File: src/rtl/adder_arbiter_pkg.sv
`default_nettype none
// ============================================================================
// Module      : adder_arbiter_pkg
// Description : Shared definitions for the adder arbiter. Contains the FSM
//               state encoding, the datapath width and the round-robin
//               pick function used by rr_arbiter.
// Revision    : 1.0 - initial release
// ============================================================================
package adder_arbiter_pkg;

   localparam int DATA_W = 16;

   localparam logic [1:0] IDLE = 2'd0;
   localparam logic [1:0] EXEC = 2'd1;
   localparam logic [1:0] RESP = 2'd2;

   typedef enum logic [1:0] {
      ST_IDLE = IDLE,
      ST_EXEC = EXEC,
      ST_RESP = RESP
   } state_t;

   // Returns the first set bit of req searching upward from last+1 and
   // wrapping modulo num. With no bit set the previous owner is returned;
   // callers qualify the result with |req.
   function automatic int unsigned rr_pick(input logic [7:0]  req,
                                           input int unsigned last,
                                           input int unsigned num);
      int unsigned pick;
      int unsigned idx;
      logic        found;
      pick  = last;
      idx   = 0;
      found = 1'b0;
      for (int unsigned k = 1; k <= 8; k++) begin
         if (!found && (k <= num)) begin
            idx = (last + k) % num;
            if (|(req & (8'd1 << idx))) begin
               pick  = idx;
               found = 1'b1;
            end
         end
      end
      return pick;
   endfunction

endpackage
`default_nettype wire

File: src/rtl/adder_16bit.sv
`default_nettype none
// ============================================================================
// Module      : adder_16bit
// Description : 16-bit ripple adder with carry in/out.
//               Ports: a, b (16) operands; cin carry-in;
//                      sum (16) result; cout carry-out.
// Revision    : 1.0 - initial release
// ============================================================================
module adder_16bit (
   input  logic [15:0] a,
   input  logic [15:0] b,
   input  logic        cin,
   output logic [15:0] sum,
   output logic        cout
);

   assign {cout, sum} = {1'b0, a} + {1'b0, b} + {16'd0, cin};

endmodule
`default_nettype wire

File: src/rtl/rr_arbiter.sv
`default_nettype none
// ============================================================================
// Module      : rr_arbiter
// Description : Combinational round-robin grant. Searches req upward from
//               last_grant+1 with wraparound.
//               Ports: req (NUM_REQ) requests; last_grant (ID_W) previous
//                      owner; grant (NUM_REQ) one-hot grant; grant_id (ID_W)
//                      granted index; any_req high when any request is set.
// Revision    : 1.0 - initial release
// ============================================================================
module rr_arbiter
   import adder_arbiter_pkg::*;
#(
   parameter int NUM_REQ = 4,
   parameter int ID_W    = 2
) (
   input  logic [NUM_REQ-1:0] req,
   input  logic [ID_W-1:0]    last_grant,
   output logic [NUM_REQ-1:0] grant,
   output logic [ID_W-1:0]    grant_id,
   output logic               any_req
);

   logic [7:0] w_req8;

   always_comb begin
      w_req8                = '0;
      w_req8[NUM_REQ-1:0]   = req;
      any_req               = |req;
      grant_id              = ID_W'(rr_pick(w_req8, 32'(last_grant), NUM_REQ));
      grant                 = any_req ? (NUM_REQ'(1) << grant_id) : '0;
   end

endmodule
`default_nettype wire

File: src/rtl/adder_arbiter.sv
`default_nettype none
// ============================================================================
// Module      : adder_arbiter
// Description : Shares one adder_16bit between NUM_REQ requesters using
//               round-robin arbitration and valid/ready handshakes. One
//               operation is accepted, executed and held as a tagged result
//               until the consumer takes it.
//               Ports: clk, rst (async active-high);
//                      req_valid/req_cin (NUM_REQ), req_a/req_b (16*NUM_REQ)
//                      requester side; req_ready (NUM_REQ) one-hot accept;
//                      res_valid, res_ready, res_sum (16), res_cout,
//                      res_id (ID_W) result side; busy when not idle.
//               Build option: ADDER_ARB_OVF_EN adds res_ovf, the registered
//               signed overflow of the add.
// Revision    : 1.0 - initial release
// ============================================================================
module adder_arbiter
   import adder_arbiter_pkg::*;
#(
   parameter int NUM_REQ = 4,
   parameter int ID_W    = 2
) (
   input  logic                      clk,
   input  logic                      rst,
   input  logic [NUM_REQ-1:0]        req_valid,
   input  logic [DATA_W*NUM_REQ-1:0] req_a,
   input  logic [DATA_W*NUM_REQ-1:0] req_b,
   input  logic [NUM_REQ-1:0]        req_cin,
   output logic [NUM_REQ-1:0]        req_ready,
   output logic                      res_valid,
   input  logic                      res_ready,
   output logic [DATA_W-1:0]         res_sum,
   output logic                      res_cout,
   output logic [ID_W-1:0]           res_id,
`ifdef ADDER_ARB_OVF_EN
   output logic                      res_ovf,
`endif
   output logic                      busy
);

   generate
      if (ID_W != $clog2(NUM_REQ)) begin : g_bad_id_w
         $error("adder_arbiter: ID_W must equal $clog2(NUM_REQ)");
      end
      if ((NUM_REQ < 2) || (NUM_REQ > 8)) begin : g_bad_num_req
         $error("adder_arbiter: NUM_REQ must be in 2..8");
      end
   endgenerate

   state_t              r_state;
   state_t              w_state_next;

   logic [ID_W-1:0]     r_last_grant;
   logic [NUM_REQ-1:0]  w_grant;
   logic [ID_W-1:0]     w_grant_id;
   logic                w_any_req;
   logic                w_accept;

   logic [DATA_W-1:0]   w_sel_a;
   logic [DATA_W-1:0]   w_sel_b;
   logic                w_sel_cin;

   logic [DATA_W-1:0]   r_op_a;
   logic [DATA_W-1:0]   r_op_b;
   logic                r_op_cin;
   logic [ID_W-1:0]     r_op_id;

   logic [DATA_W-1:0]   w_add_sum;
   logic                w_add_cout;

   logic [DATA_W-1:0]   r_res_sum;
   logic                r_res_cout;
   logic [ID_W-1:0]     r_res_id;

   rr_arbiter #(
      .NUM_REQ (NUM_REQ),
      .ID_W    (ID_W)
   ) u_rr_arbiter (
      .req        (req_valid),
      .last_grant (r_last_grant),
      .grant      (w_grant),
      .grant_id   (w_grant_id),
      .any_req    (w_any_req)
   );

   // The adder only ever sees the latched operands, so requesters may change
   // their inputs freely once the accept cycle has passed.
   adder_16bit u_adder (
      .a    (r_op_a),
      .b    (r_op_b),
      .cin  (r_op_cin),
      .sum  (w_add_sum),
      .cout (w_add_cout)
   );

   // Operand mux for the granted slice.
   always_comb begin
      w_sel_a   = '0;
      w_sel_b   = '0;
      w_sel_cin = 1'b0;
      for (int i = 0; i < NUM_REQ; i++) begin
         if (ID_W'(i) == w_grant_id) begin
            w_sel_a   = req_a[i*DATA_W +: DATA_W];
            w_sel_b   = req_b[i*DATA_W +: DATA_W];
            w_sel_cin = req_cin[i];
         end
      end
   end

   // Accept is suppressed while reset is asserted so no handshake can
   // complete against a block that is about to discard it.
   assign w_accept  = (r_state == ST_IDLE) && w_any_req && !rst;
   assign req_ready = w_accept ? w_grant : '0;
   assign res_valid = (r_state == ST_RESP);
   assign busy      = (r_state != ST_IDLE);
   assign res_sum   = r_res_sum;
   assign res_cout  = r_res_cout;
   assign res_id    = r_res_id;

   always_ff @(posedge clk or posedge rst) begin
      if (rst) begin
         r_state <= ST_IDLE;
      end else begin
         r_state <= w_state_next;
      end
   end

   // RESP never accepts a new request so req_ready does not depend on
   // res_ready.
   always_comb begin
      w_state_next = r_state;
      case (r_state)
         ST_IDLE: if (w_any_req) w_state_next = ST_EXEC;
         ST_EXEC: w_state_next = ST_RESP;
         ST_RESP: if (res_ready) w_state_next = ST_IDLE;
         default: w_state_next = ST_IDLE;
      endcase
   end

   always_ff @(posedge clk or posedge rst) begin
      if (rst) begin
         r_last_grant <= ID_W'(NUM_REQ - 1);
         r_op_a       <= '0;
         r_op_b       <= '0;
         r_op_cin     <= 1'b0;
         r_op_id      <= '0;
         r_res_sum    <= '0;
         r_res_cout   <= 1'b0;
         r_res_id     <= '0;
      end else begin
         if (w_accept) begin
            r_op_a       <= w_sel_a;
            r_op_b       <= w_sel_b;
            r_op_cin     <= w_sel_cin;
            r_op_id      <= w_grant_id;
            r_last_grant <= w_grant_id;
         end
         if (r_state == ST_EXEC) begin
            r_res_sum  <= w_add_sum;
            r_res_cout <= w_add_cout;
            r_res_id   <= r_op_id;
         end
      end
   end

`ifdef ADDER_ARB_OVF_EN
   logic r_res_ovf;

   // Signed overflow: like-signed operands producing a differently-signed sum.
   always_ff @(posedge clk or posedge rst) begin
      if (rst) begin
         r_res_ovf <= 1'b0;
      end else if (r_state == ST_EXEC) begin
         r_res_ovf <= (r_op_a[DATA_W-1] == r_op_b[DATA_W-1]) &&
                      (w_add_sum[DATA_W-1] != r_op_a[DATA_W-1]);
      end
   end

   assign res_ovf = r_res_ovf;
`endif

endmodule
`default_nettype wire

File: config.mk
export PLATFORM = sky130hd
export DESIGN_NAME = adder_arbiter
export DESIGN_NICKNAME = d
export VERILOG_FILES = /design/src/rtl/adder_arbiter_pkg.sv /design/src/rtl/adder_16bit.sv /design/src/rtl/rr_arbiter.sv /design/src/rtl/adder_arbiter.sv
export SDC_FILE = /design/constraint.sdc
export NUM_CORES = 1
export LEC_CHECK = 0
export ABC_AREA = 1
export CORE_ASPECT_RATIO = 0.5
export CORE_UTILIZATION = 38
export CTS_CLUSTER_DIAMETER = 30
export DETAILED_ROUTE_END_ITERATION = 6
export DONT_BUFFER_PORTS = 1
export PLACE_DENSITY = 0.53
export SYNTH_ARGS = -nofsm -noshare
export SYNTH_HDL_FRONTEND = slang
export SYNTH_HIERARCHICAL = 1
export SYNTH_SLANG_ARGS = --single-unit
File: constraint.sdc
create_clock -name clk -period 3.5 [get_ports clk]
set_clock_uncertainty 0.1 [all_clocks]
set_input_delay 0.7 -clock clk [delete_from_list [all_inputs] [get_ports clk]]
set_output_delay 0.7 -clock clk [all_outputs]
set_load 0.03 [all_outputs]
==> results.json, run 1 <==
{
  "firstDrtPassIters": 5,
  "grt_overflow": 0,
  "max_freq_mhz": 302.1,
  "ys_seq_area_share_pct": 31.99,
  "h-tree-depth": 3,
  "cts_resized": 0,
  "crit_top_cell": "nand2_2",
  "postLayoutCoreUtil_pct": 43.80,
  "die_x_um": 156.7,
  "synthToLayoutAreaGrowth_pct": 9.086,
  "startpoint_type": "flip-flop",
  "cp_cell_sequence": "inv_1 -> ha_1 -> nand2_2 -> nand2_2 -> nor2_4 -> nand2_1 -> nor2_2 -> nor2_1 -> nand2_2 -> nand2_2 -> nor2_1 -> inv_1 -> nor2_1 -> buf_4",
  "post-cts-setup-buffers": 0,
  "insertion_delay_ns": 0.33,
  "syn_inst": 726,
  "min_period_ns": 3.310,
  "dp_slack_ns": 0.5063,
  "fin_crit_sh_pct": 94.58,
  "grt_first_pass_wirelength_um": 21000,
  "std_cell_rows": 27,
  "grt_pass1_vias": 4057,
  "setup_viol": 0,
  "grt_util_all_layers_pct": 22.34,
  "nNetsFinal": 876,
  "max_slew_margin_pct": 46.52,
  "syn_nets": 887,
  "arrival_ns": 2.51,
  "path_class": "reg -> out",
  "min_path_type": "reg -> reg",
  "antenna_found_initial": 1,
  "holdPathStages": 2,
  "grt_max_degree": 75,
  "critPathMaxFanout": 6,
  "critPathCaptureType": "output pin",
  "die_h_um": 79.33,
  "numCtsBuffers": 9,
  "finalHoldViolCount": 0,
  "path_buf_inv": 3,
  "vias_per_cell": 4.985,
  "status": "finished, final reports clean",
  "drtIter0Drc": 265,
  "worstMarginPinSlew_ns": 0.8004,
  "die_area_mm2": 0.01243,
  "ys_seq_elements": 58,
  "final_layout_size_suffix_gt1_share_pct": 8.333,
  "vias": 4382,
  "cts_tree": "done",
  "io_buffers": 0,
  "finalSetupTns_ns": 0,
  "rsz0062_at_grt": "no",
  "synth.avg_cell_area_um2": 6.259,
  "cp.depth": 14,
  "cts_hold_buf": 0,
  "start_util_pct": 40.15,
  "place_hpwl_um": 10070,
  "postRouteAntennaNets": 0,
  "worst_slack_ns": 0.1897,
  "cp_slowest_cell": "dfstp_2",
  "diodes": 0,
  "yosysWarnings": 6,
  "syn-cell-area_mm2": 0.004544,
  "cpLargestDelayFamily": "simple AND/OR/NAND/NOR gates",
  "cp_slowest_stage_delay_ns": 0.58,
  "wl_per_cell_um": 15.36,
  "core_area_mm2": 0.01132,
  "drv_cap": 0,
  "crit_required_ns": 2.70,
  "cts.clk_slew.worst_paths_ns": 0.05,
  "synth_cell_types": 30,
  "wirelength_um": 13500,
  "place.gp.congestion": 0.8195,
  "clk_path_buf_depth": 2,
  "report.final.slew_viol_count": 0,
  "drc_errors": 0,
  "cts.sinks": 58,
  "io_pins": 164,
  "fill_cells": 1249,
  "root_buffer": "clkbuf_16",
  "whs_ns": 0.3849,
  "rr_worst_depth": 15
}
==> cell type report <==
cell class                      count  area (um^2)  area share (%)
Multi-Input combinational cell    579         2724           54.95
Clock inverter                      6        41.29          0.8329
Timing Repair Buffer               12        90.09           1.817
Sequential cell                    58         1454           29.33
Clock buffer                       10        239.0           4.821
Tap cell                          159        198.9           4.013
Inverter                           55        210.2           4.240
==> cell usage after synthesis (all sizes together) <==
cell type,count,share of area [%]
xnor2,1,0.19
dfstp,2,1.2
nor3,4,0.77
inv,55,4.5
fa,2,0.88
and2,1,0.19
or2,3,0.41
xor2,6,1.2
nand3b,2,0.33
nand3,99,11
nand2,298,25
nor2,92,8.2
clkbuf,15,1.2
o21bai,1,0.17
ha,20,5.5
o21ai,38,4.2
buf,19,2.3
a21oi,9,0.99
or4,1,0.17
dfrtp,56,31
nand4,2,0.28
==> worst register-to-register path, stage by stage, from the launching register on <==
cell and delay, ns:
dfstp_2 0.58, inv_1 0.10, ha_1 0.25, nand2_2 0.08, nand2_2 0.06, nor2_4 0.17, nand2_1 0.08, nor2_2 0.14
nand2_1 0.12, nand2_2 0.11, inv_1 0.12, nor2_4 0.66, nand2_1 0.17, nand3_1 0.13, nand2_1 0.06, nand2_1 0.05
==> flip-flops by register name, summed over array words and instances, names as in the netlist <==
| register | count |
|---|---|
| res_cout | 1 |
| r_op_cin | 1 |
| r_op_id | 2 |
| res_sum | 16 |
| r_op_b | 16 |
| res_id | 2 |
| r_last_grant | 2 |
| r_op_a | 16 |
| r_state | 2 |
==> kinds of logic after synthesis <==
kind of cell	synth area share, %
xor+xnor	1.349
compound gates	5.341
flops	31.99
fa+ha+maj	6.388
buf+inv	8.067
simple gates	46.86
==> per-stage QoR <==
step	cell area, um^2	cells
after floorplan	4548	726
after global placement	4677	863
after detailed placement	4677	863
after CTS	4957	879
after global routing	4957	879
final	4957	879
==> per-layer routing <==
layer	wire [um]	part of all wire (%)	track usage, %	vias up
met1	7072	52	33.49	1959
met5	0	0	0	-
met3	1057	7.8	6.059	5
li1	-	-	-	2262
met4	58	0.43	4.608	0
met2	5315	39	31.34	156
==> layout by cell type, fill, tap and decap left out, drive strengths merged <==
cell,netlist,routed
nand2,298,298
a21oi,9,9
or4,1,1
nor3,4,4
nand3,99,99
nor2,92,92
dfrtp,56,56
dfstp,2,2
and2,1,1
buf,19,12
nand3b,2,2
xnor2,1,1
clkinvlp,0,4
clkinv,0,2
clkbuf,15,10
nand4,2,2
or2,3,3
fa,2,2
o21ai,38,38
ha,20,20
inv,55,55
o21bai,1,1
xor2,6,6
==> worst paths after layout <==
kind	to	startpoint	slack (ns)
worst max-delay path	req_ready[2]	r_last_grant[1]$_DFFE_PP1N_	0.19
worst min-delay path	r_op_a[14]$_DFFE_PP0N_	r_op_a[14]$_DFFE_PP0N_	0.38
worst max register to register	r_op_b[9]$_DFFE_PP0N_	r_last_grant[1]$_DFFE_PP1N_	0.47
worst min register to register	r_op_a[14]$_DFFE_PP0N_	r_op_a[14]$_DFFE_PP0N_	0.38
max in group asynchronous	res_sum[3]$_DFFE_PP0N_	rst	2.34
min in group asynchronous	res_sum[13]$_DFFE_PP0N_	rst	0.43
Power of run 1 is left out: the tool's default activity adds up to more than one toggle a clock period on the data nets, which glitch-free logic cannot reach.
==> run 2: changes to the inputs <==
CORE_UTILIZATION = 50   (was 38)
PLACE_DENSITY = 0.66   (was 0.53)
==> run 2 against run 1 <==
  * Worst setup slack gained 0.059 ns
  * Cell area is 0.78% lower
  * Global-route usage rose by 5.8 points
  * Hold slack worse by 0.0036 ns
  * Critical path depth is the same
  * Sequential cell count is the same
  * Via count rose by 1.6%
  * Sequential share of layout area increased by 0.23 points
  * Non-clock buffer count increased by 1
  * Count of clock-buffer cells in the layout did not move
  * Utilization increased by 12 points
  * Critical path type unchanged
==> results.json, run 2 (same netlist as run 1, synthesis figures left out) <==
{
  "rsz0062_at_grt": "no",
  "min_period_ns": 3.251,
  "numCtsBuffers": 9,
  "path_class": "reg -> out",
  "grt_max_degree": 75,
  "diodes": 0,
  "placedCellCount": 822,
  "vias_per_cell": 5.315,
  "post-cts-setup-buffers": 0,
  "report.final.slew_viol_count": 0,
  "place.gp.congestion": 0.9636,
  "wl_per_cell_um": 14.91,
  "fill_cells": 896,
  "drtIter0Drc": 378,
  "critPathMaxFanout": 6,
  "max_slew_margin_pct": 48.71,
  "highest_layer": "met4",
  "core_area_mm2": 0.008768,
  "max_freq_mhz": 307.6,
  "start_util_pct": 51.83,
  "hold_path_end": "r_op_b[10]$_DFFE_PP0N_",
  "cts.sinks": 58,
  "r2r_setup_slack_ns": 0.43,
  "drc_errors": 0,
  "h-tree-depth": 3,
  "rr_worst_depth": 14,
  "io_pins": 164,
  "vias": 4454,
  "grt_first_pass_wirelength_um": 20330,
  "grt_overflow": 0,
  "nNetsFinal": 877,
  "wl_met2_um": 5179,
  "multiInputGateArea_mm2": 0.002724,
  "rr_endpoint": "r_op_id[1]$_DFFE_PP0N_",
  "arrival_ns": 2.45,
  "worstMarginPinSlew_ns": 0.7694,
  "insertion_delay_ns": 0.33,
  "critPathCaptureType": "output pin",
  "postRouteAntennaNets": 0,
  "grt_util_all_layers_pct": 28.13,
  "holdPathStages": 2,
  "antenna_found_initial": 0,
  "setup_viol": 0,
  "r2r_start": "r_last_grant[1]$_DFFE_PP1N_",
  "seq_area_mm2": 0.001454,
  "cts_hold_buf": 0,
  "wl_met3_um": 975,
  "io_buffers": 0,
  "fin_cells": 838,
  "finalHoldViolCount": 0,
  "min_path_type": "reg -> reg",
  "firstDrtPassIters": 5,
  "root_buffer": "clkbuf_16",
  "final_cell_mix": "nand2_1 (284), nand3_1 (97), nor2_1 (87), dfrtp_1 (56), inv_1 (50)",
  "layout.cells.most_common": "nand2_1",
  "synthToLayoutAreaGrowth_pct": 8.232,
  "grt_pass1_vias": 4133,
  "std_cell_rows": 24,
  "crit_required_ns": 2.70,
  "clk_path_buf_depth": 2,
  "startpoint_type": "flip-flop",
  "drv_cap": 0,
  "cts.clk_slew.worst_paths_ns": 0.05,
  "drt-met1-wl_um": 6258,
  "final_layout_size_suffix_gt1_share_pct": 8.322,
  "worstHoldStart": "r_op_b[10]$_DFFE_PP0N_",
  "status": "finished, final reports clean",
  "die_x_um": 136.8,
  "die_h_um": 69.41,
  "fin_crit_sh_pct": 92.89,
  "cts_resized": 0,
  "die_area_mm2": 0.009497,
  "wirelength_um": 12500,
  "cts_tree": "done",
  "finalSetupTns_ns": 0,
  "place_hpwl_um": 9422
}
run 2: cell types whose count changed in the layout (fill, tap and decap cells not counted):
cell | before | now
clkinv_2 | 2 | 4
clkbuf_1 | 0 | 1
buf_4 | 12 | 13
bufinv_16 | 0 | 1
clkinvlp_4 | 4 | 2
clkbuf_8 | 1 | 0
inv_6 | 1 | 0
run 2: worst max-delay path: stages, from the launching register on:
cell and delay (ns):
dfstp_2 0.59, inv_1 0.11, ha_1 0.25, nand2_1 0.09, nand2_2 0.08, nor2_4 0.13
nand2_1 0.08, nand3_1 0.07, nand2_1 0.08, inv_2 0.10, nand2_1 0.08, nor2_1 0.14
inv_1 0.05, nor2_1 0.11, buf_4 0.17
run 2: layout make-up:
type                            count  area share, %
Tap cell                          117          2.976
Clock inverter                      6          1.170
Clock buffer                       10          4.655
Inverter                           55          4.274
Multi-Input combinational cell    579          55.38
Timing Repair Buffer               13          1.984
Sequential cell                    58          29.56
run 2: worst max-delay path by stage:
stage	start	to	depth (start not counted)
after global routing	r_last_grant[1]$_DFFE_PP1N_	req_ready[1]	14
after global placement	r_last_grant[1]$_DFFE_PP1N_	r_op_b[10]$_DFFE_PP0N_	15
after CTS	r_last_grant[1]$_DFFE_PP1N_	req_ready[3]	14
after detailed placement	r_last_grant[1]$_DFFE_PP1N_	r_op_a[3]$_DFFE_PP0N_	15
after floorplan	rst	req_ready[0]	4
final	r_last_grant[1]$_DFFE_PP1N_	req_ready[3]	14
run 2: per-layer routing:
metal	GRT usage, %	up-vias
li1	-	2262
met1	41.18	2007
met2	41.57	176
met3	7.529	9
met4	5.495	0
met5	0	-
run 2: metrics by stage:
stage / worst slack, ns / cell area, um^2 / hold slack, ns / util, %
3_3_place_gp: 0.5572 / 4632 / 0.3682 / 52.83
6_report: 0.2489 / 4918 / 0.3813 / 56.09
5_1_grt: 0.06681 / 4918 / 0.4114 / 56.09
4_1_cts: 0.2567 / 4918 / 0.3850 / 56.09
2_1_floorplan: 0.3711 / 4548 / 0.3528 / -
3_5_place_dp: 0.4854 / 4632 / 0.3713 / 52.83
Power of run 2 is left out for the same reason.
